<file path="config.mk">
export PLATFORM = sky130hd
export DESIGN_NAME = fifo_rd_ctrl_flat
export DESIGN_NICKNAME = d
export VERILOG_FILES = /design/src/rtl/fifo_rd_ctrl_if.sv /design/src/rtl/fifo_rd_ctrl.sv /design/src/flat_wrapper.sv
export SDC_FILE = /design/constraint.sdc
export NUM_CORES = 1
export LEC_CHECK = 0
export CAP_MARGIN = 20
export CORE_MARGIN = 4
export CORE_UTILIZATION = 46
export CTS_BUF_LIST = sky130_fd_sc_hd__clkbuf_2 sky130_fd_sc_hd__clkbuf_4 sky130_fd_sc_hd__clkbuf_8
export DETAILED_ROUTE_END_ITERATION = 8
export GPL_ROUTABILITY_DRIVEN = 1
export PLACE_DENSITY = 0.91
export SKIP_LAST_GASP = 1
export SLEW_MARGIN = 40
export SYNTH_ARGS = -nofsm -noshare
export SYNTH_HDL_FRONTEND = slang
export SYNTH_SLANG_ARGS = --single-unit
export TNS_END_PERCENT = 5
</file>
<file path="constraint.sdc">
create_clock -name r_clk -period 6.5 [get_ports r_clk]
set_input_delay 1.95 -clock r_clk [delete_from_list [all_inputs] [get_ports r_clk]]
set_output_delay 1.95 -clock r_clk [all_outputs]
set_load 0.01 [all_outputs]
</file>
<file path="src/rtl/fifo_rd_ctrl_if.sv">
// Read-side bus of the async FIFO: RAM read port plus consumer valid/ready.
interface fifo_rd_ctrl_if #(
  parameter int AW         = 4,
  parameter int FIFO_WIDTH = 32
);
  logic                  mem_rd_en;
  logic [AW-1:0]         mem_rd_addr;
  logic [FIFO_WIDTH-1:0] mem_rd_data;
  logic                  rd_ready;
  logic                  rd_valid;
  logic [FIFO_WIDTH-1:0] rd_data;

  modport master (output mem_rd_en, mem_rd_addr, rd_valid, rd_data,
                  input  mem_rd_data, rd_ready);
  modport slave  (input  mem_rd_en, mem_rd_addr, rd_valid, rd_data,
                  output mem_rd_data, rd_ready);
endinterface

</file>
<file path="src/rtl/fifo_rd_ctrl.sv">
// Async FIFO read-domain controller: wptr synchronizer, Gray read pointer,
// fill level / almost-empty, RAM read port, standard or FWFT output stage.
module fifo_rd_ctrl #(
  parameter int  FIFO_DEPTH  = 16,
  parameter int  FIFO_WIDTH  = 32,
  parameter int  SYNC_STAGES = 2,
  parameter int  FWFT        = 0,
  parameter int  AE_THRESH   = 2,
  localparam int AW          = $clog2(FIFO_DEPTH)
) (
  input  logic           r_clk,
  input  logic           rst_n,
  input  logic [AW:0]    wptr_gray,
  output logic [AW:0]    rptr_gray,
  output logic [AW:0]    rd_level,
  output logic           empty,
  output logic           almost_empty,
  output logic           underflow,
  fifo_rd_ctrl_if.master bus
);

  logic [SYNC_STAGES-1:0][AW:0] wsync_q;
  logic [AW:0]                  wsync_last;
  logic [AW:0]                  wptr_bin_s;
  logic [AW:0]                  rptr_bin;
  logic [AW:0]                  rptr_bin_nxt;
  logic                         fetch;

  always_ff @(posedge r_clk or negedge rst_n)
    if (!rst_n) wsync_q <= '0;
    else        wsync_q <= {wsync_q[SYNC_STAGES-2:0], wptr_gray};

  assign wsync_last = wsync_q[SYNC_STAGES-1];

  // Gray to binary: bit i is the XOR of all Gray bits at or above i.
  always_comb begin
    wptr_bin_s = '0;
    for (int i = 0; i <= AW; i++)
      wptr_bin_s[i] = ^(wsync_last >> i);
  end

  assign rptr_bin_nxt = rptr_bin + (AW+1)'(fetch);

  always_ff @(posedge r_clk or negedge rst_n)
    if (!rst_n) begin
      rptr_bin  <= '0;
      rptr_gray <= '0;
    end else begin
      rptr_bin  <= rptr_bin_nxt;
      rptr_gray <= rptr_bin_nxt ^ (rptr_bin_nxt >> 1);
    end

  assign empty            = (rptr_bin == wptr_bin_s);
  assign rd_level         = wptr_bin_s - rptr_bin;
  assign almost_empty     = (32'(rd_level) <= 32'(AE_THRESH));
  assign bus.mem_rd_en    = fetch;
  assign bus.mem_rd_addr  = rptr_bin[AW-1:0];

  if (FWFT == 0) begin : g_std
    logic                  rd_vld_q;
    logic                  uf_q;
    logic [FIFO_WIDTH-1:0] hold_q;

    assign fetch = bus.rd_ready && !empty;

    always_ff @(posedge r_clk or negedge rst_n)
      if (!rst_n) begin
        rd_vld_q <= 1'b0;
        uf_q     <= 1'b0;
        hold_q   <= '0;
      end else begin
        rd_vld_q <= fetch;
        uf_q     <= bus.rd_ready && empty;
        if (rd_vld_q) hold_q <= bus.mem_rd_data;
      end

    // The RAM output register supplies the beat; hold_q keeps it afterwards.
    assign bus.rd_valid = rd_vld_q;
    assign bus.rd_data  = rd_vld_q ? bus.mem_rd_data : hold_q;
    assign underflow    = uf_q;
  end else begin : g_fwft
    logic [1:0][FIFO_WIDTH-1:0] buf_q;
    logic [1:0]                 buf_cnt;
    logic [1:0]                 cnt_pop;
    logic                       inflight;
    logic                       pop;

    assign pop     = (buf_cnt != 2'd0) && bus.rd_ready;
    assign cnt_pop = buf_cnt - 2'(pop);
    // Never request more than the 2-entry buffer can absorb after this pop.
    assign fetch   = !empty && (({1'b0, cnt_pop} + 3'(inflight)) < 3'd2);

    always_ff @(posedge r_clk or negedge rst_n)
      if (!rst_n) begin
        buf_q    <= '0;
        buf_cnt  <= 2'd0;
        inflight <= 1'b0;
      end else begin
        if (pop)      buf_q[0]          <= buf_q[1];
        if (inflight) buf_q[cnt_pop[0]] <= bus.mem_rd_data;
        buf_cnt  <= cnt_pop + 2'(inflight);
        inflight <= fetch;
      end

    assign bus.rd_valid = (buf_cnt != 2'd0);
    assign bus.rd_data  = buf_q[0];
    assign underflow    = 1'b0;
  end

endmodule

</file>
<file path="src/flat_wrapper.sv">
// flat-port wrapper written by rule: the top's interface ports become plain ports
module fifo_rd_ctrl_flat 
#(
  parameter int  FIFO_DEPTH  = 16,
  parameter int  FIFO_WIDTH  = 32,
  parameter int  SYNC_STAGES = 2,
  parameter int  FWFT        = 0,
  parameter int  AE_THRESH   = 2,
  localparam int AW          = $clog2(FIFO_DEPTH)
)
  (r_clk, rst_n, wptr_gray, rptr_gray, rd_level, empty, almost_empty, underflow, bus_mem_rd_en, bus_mem_rd_addr, bus_rd_valid, bus_rd_data, bus_mem_rd_data, bus_rd_ready);
  fifo_rd_ctrl_if #(.FIFO_WIDTH(FIFO_WIDTH)) bus_i ();
  input  logic r_clk;
  input  logic rst_n;
  input  logic [AW:0] wptr_gray;
  output logic [AW:0] rptr_gray;
  output logic [AW:0] rd_level;
  output logic empty;
  output logic almost_empty;
  output logic underflow;
  output wire logic [$bits(bus_i.mem_rd_en)-1:0] bus_mem_rd_en;
  output wire logic [$bits(bus_i.mem_rd_addr)-1:0] bus_mem_rd_addr;
  output wire logic [$bits(bus_i.rd_valid)-1:0] bus_rd_valid;
  output wire logic [$bits(bus_i.rd_data)-1:0] bus_rd_data;
  input wire logic [$bits(bus_i.mem_rd_data)-1:0] bus_mem_rd_data;
  input wire logic [$bits(bus_i.rd_ready)-1:0] bus_rd_ready;
  assign bus_mem_rd_en = bus_i.mem_rd_en;
  assign bus_mem_rd_addr = bus_i.mem_rd_addr;
  assign bus_rd_valid = bus_i.rd_valid;
  assign bus_rd_data = bus_i.rd_data;
  assign bus_i.mem_rd_data = bus_mem_rd_data;
  assign bus_i.rd_ready = bus_rd_ready;
  fifo_rd_ctrl #(.FIFO_DEPTH(FIFO_DEPTH), .FIFO_WIDTH(FIFO_WIDTH), .SYNC_STAGES(SYNC_STAGES), .FWFT(FWFT), .AE_THRESH(AE_THRESH)) u_core (.r_clk(r_clk), .rst_n(rst_n), .wptr_gray(wptr_gray), .rptr_gray(rptr_gray), .rd_level(rd_level), .empty(empty), .almost_empty(almost_empty), .underflow(underflow), .bus(bus_i));
endmodule
</file>
# After elaboration in Yosys (flattened, before gate mapping)
# Cells that the tools add are included.
# classes
add_sub_neg	2
mul	0
div	0
magnitude_cmp	1
eq_ne	1
shifts	0
n_mux	1
bitwise_logic	1
reduce_logical	8
# op_table
op	count
32-bit two-way mux	1
5-bit parity	5
5-bit by 1-bit adder with 5-bit output	1
5-bit == test	1
5-bit by 2-bit <= comparator with 1-bit output (second input constant)	1
5-bit subtractor	1
5-bit by 4-bit XOR with 5-bit output	1
1-bit logical AND	2
1-bit zero test	1
# word_totals
register_bits	54
latchBits	0
mem_bits_rw	0
mem_bits_ro	0
output_inout_bits	51
mem_count	0

# Logic depth before layout (Yosys ltp)
# depth
ltp_word	6
depth_mapped	13

# Worst setup path after synthesis
# No wires, ideal clock.
# synth_timing
path_kind	reg2out
start	register u_core.wsync_q, in the netlist u_core.wsync_last[4]
end	output port almost_empty
arrival_time_ps	2581
t_required_ps	4550
slack_ps	1969
stages_incl_launch_ff	11
n_path_buf	0
cell_sequence	dfrtp_1 xor2_2 xnor2_2 xor2_2 xor2_1 ha_1 fa_1 nand2b_1 a21oi_1 xnor2_1 a2111oi_2
# synth_via
elab_chain_len	3
# synth_rtl
element	line_no	rtl
from (decl)	fifo_rd_ctrl.sv:22	logic [SYNC_STAGES-1:0][AW:0] wsync_q;
from (signal assigned)	fifo_rd_ctrl.sv:31	else wsync_q <= {wsync_q[SYNC_STAGES-2:0], wptr_gray};
5-bit parity	fifo_rd_ctrl.sv:39	wptr_bin_s[i] = ^(wsync_last >> i);
5-bit subtractor *	fifo_rd_ctrl.sv:54	assign rd_level = wptr_bin_s - rptr_bin;
via rd_level[4]	flat_wrapper.sv:17	output logic [AW:0] rd_level;
5-bit by 2-bit <= comparator with 1-bit output *	fifo_rd_ctrl.sv:55	assign almost_empty = (32'(rd_level) <= 32'(AE_THRESH));
to (decl)	flat_wrapper.sv:19	output logic almost_empty;
# The timed path passes the listed nets; every way through them passes the cells marked *.

# Worst setup path after layout
# layout_timing
start	register u_core.wsync_q, in the netlist u_core.wsync_last[4]
end	output port almost_empty
# layout_via
elab_chain_len	3
# layout_rtl
element	line_no
5-bit parity	fifo_rd_ctrl.sv:39
5-bit subtractor *	fifo_rd_ctrl.sv:54
5-bit by 2-bit <= comparator with 1-bit output *	fifo_rd_ctrl.sv:55
# Every way passes the cells marked *; elsewhere a longest branch is shown, timed or not.

==> results.toml <==
[critical_path]
r2r-end = "u_core.rptr_gray[3]"
required_ns = 4.55
rr_startpoint = "u_core.wsync_last[4]"
critPathKind = "reg2out"
r2r_setup_slack_ns = 3.58
cp.arrival_ns = 3.44
start_kind = "flip-flop"
crit_path_max_fanout = 3
endpoint_kind = "primary output"
worst_r2r_path_depth = 13

[routing]
wire_per_inst_um = 15.9
drc = 0
vias_per_cell = 4.70
dr.pass1.iters = 4
ant_nets = 0
drtIter0Drc = 37
wl_mm = 4.48
num_vias = 1320

[synthesis]
synth_adder_area_share_pct = 4.59
synth_edf_count = 0
synth_area_um2 = 2070
ys_seq_elements = 53
async_reset_ff_share_pct = 100
synthXorXnorAreaFrac_pct = 7.79
synth-seq-area-share_pct = 64.0
synth-main-ff-cell = "dfrtp_1"
synth_top_family_by_area = "multiplexers"
yosys.area_share.simple_pct = 2.42
yosys.area.top_type = "dfrtp_1"
yosysWarnings = 0
syn_nets = 180
synth_top_area_share_pct = 64.0
syn_inst = 133
avgSynthCellArea_um2 = 15.6
muxShareOfSynthArea_pct = 17.4
yosysMostFrequentCell = "dfrtp_1"
synth_cell_types = 22
ys_top_cells_by_area = "dfrtp_1 (64%), mux2_2 (16%), ha_1 (3.6%)"
synth_compound_area_share_pct = 1.45
synth_common_cells = "dfrtp_1 (53), mux2_2 (30), inv_1 (8)"

[placement]
place_congestion = 0.762
dpl_worst_slack_ns = 1.35
portBuffers = 90
dp_hpwl_mm = 3.36

[global_route]
grt_pass1_vias = 1446
grt.met1_usage_pct = 20.1
met3_usage_pct = 4.14
grt_max_degree = 54
grt_use_total_pct = 16.6
gr-usage-met2_pct = 28.9
grt_pass1_wl_mm = 6.93
grt-ovfl-total = 0
antenna_found_initial = 0
grt_busiest_layer = "met2"

[sta]
slew_viol_final = 0
hold_viol = 0
fin_crit_sh_pct = 82.9
final.setup.tns_ns = 0
fmax_ghz = 0.186
tightestPinTransition_ns = 0.650
rsz0062_at_grt = "no"
relSlewSlack_pct = 56.7
setup_ws_ns = 1.11
finClkSkew_ns = 0.00545
holdWs_ns = 0.351
layout_min_cycle_time_ns = 5.39
setup_viol = 0

[floorplan]
die-area_um2 = 5640
start_util_pct = 47.6
die_h_um = 75.1
core_area_um2 = 4350
die_x_um = 75.1
rows = 24
num_io_pins = 91

[finish]
areaGrowthSynthToFinish_pct = 52.0
drive_above_1_share_pct = 20.1
antenna-diode-count = 0
final_core_util_pct = 72.3
layout.nets = 275

[min_path]
worstHoldEndpoint = "u_core.wsync_last[4]"
hp-class = "reg2reg"
hold_depth = 0
min-delay-start = "u_core.wsync_q[4]"

[clocking]
clock_latency_ns = 0.29
ctsHoldBuffers = 0
cts_tree = "yes"
cts_buffer_depth = 2
cts_root_buf = "clkbuf_8"
ctsHtreeMaxLevel = 2
cts_sinks = 53
cts-resized-gates = 0
clk_pin_slew_worst_paths_ns = 0.09
post_cts_buffers = 0
cts_buffers = 5

[power_and_ir_drop]
ir_worst_vdd_mv = 0.202
powerDensity_nw_per_um2 = 397
p_leak_nw = 1.35
power_mw = 1.25

[job]
maxCapViolCount = 0

[outcome]
run_status = "finished, final reports clean"
-- power breakdown --
part	total [mW]	internal, mW	switching [mW]
sequential	0.441	0.405	0.0365
clock	0.229	0.130	0.0993
combinational	0.580	0.328	0.252
total	1.25	0.863	0.388
-- worst max-delay path: stages, from the launching register on --
cell and delay (ns):
dfrtp_1 0.44, xor2_2 0.18, xnor2_2 0.20, xor2_2 0.24
xor2_1 0.10, ha_1 0.21, fa_1 0.42, nand2b_1 0.17
a21oi_1 0.16, xnor2_1 0.11, a2111oi_2 0.32, clkdlybuf4s50_1 0.58
-- layout by cell type, fill, tap and decap left out, types with 3 or more instances in the layout --
master,n
clkdlybuf4s50_1,89
dfrtp_1,53
mux2_2,30
inv_1,8
xnor2_1,6
ha_1,6
clkbuf_8,6
xor2_1,5
xor2_2,3
nor2_1,3
-- registers in the layout, summed over array words and instances (netlist names) --
| signal | cells |
|---|---|
| u_core.g_std.hold_q | 32 |
| u_core.rptr_bin | 5 |
| u_core.wsync_last | 5 |
| u_core.wsync_q | 5 |
| u_core.rptr_gray | 4 |
| u_core.bus.rd_valid | 1 |
| u_core.underflow | 1 |
-- final cells by class --
class | instances | area (um2)
flip-flops and latches | 53 | 1330
repair buffers | 92 | 911
clock inverters | 1 | 30.0
multi-input cells | 68 | 697
inverters | 8 | 30.0
clock buffers | 7 | 90.1
fillers | 304 | 1200
well taps | 52 | 65.1
-- metal layers --
layer,share of wire [%],vias to the layer above
met1,38,642
met3,6.3,2
met5,0,-
met4,0.65,0
li1,-,631
met2,55,45
-- through the flow --
stage | area [um2] | cells
final | 3150 | 281
after global routing | 3150 | 281
after CTS | 3150 | 281
after detailed placement | 3030 | 273
after global placement | 3030 | 273
after floorplan | 2070 | 133
-- cell families (layout without fill, tap and decap cells) --
family,Yosys count,after routing
simple gates,10,10
compound gates,4,4
fa+ha+maj,7,7
buf+inv,12,108
flops,53,53
mux,32,32
xor+xnor,15,15
-- how the worst max path moves through the flow --
| stage | start | end | slack [ns] | cells past startpoint |
|---|---|---|---|---|
| global placement | bus_rd_ready | bus_mem_rd_en | 1.36 | 3 |
| detailed placement | bus_rd_ready | bus_mem_rd_en | 1.35 | 3 |
| global route | u_core.wsync_last[4] | almost_empty | 0.81 | 11 |
| floorplan | u_core.wsync_last[4] | almost_empty | 1.97 | 10 |
| finish | u_core.wsync_last[4] | almost_empty | 1.11 | 11 |
| CTS | u_core.wsync_last[4] | almost_empty | 1.05 | 11 |
Power figures use the tool's default switching activity.
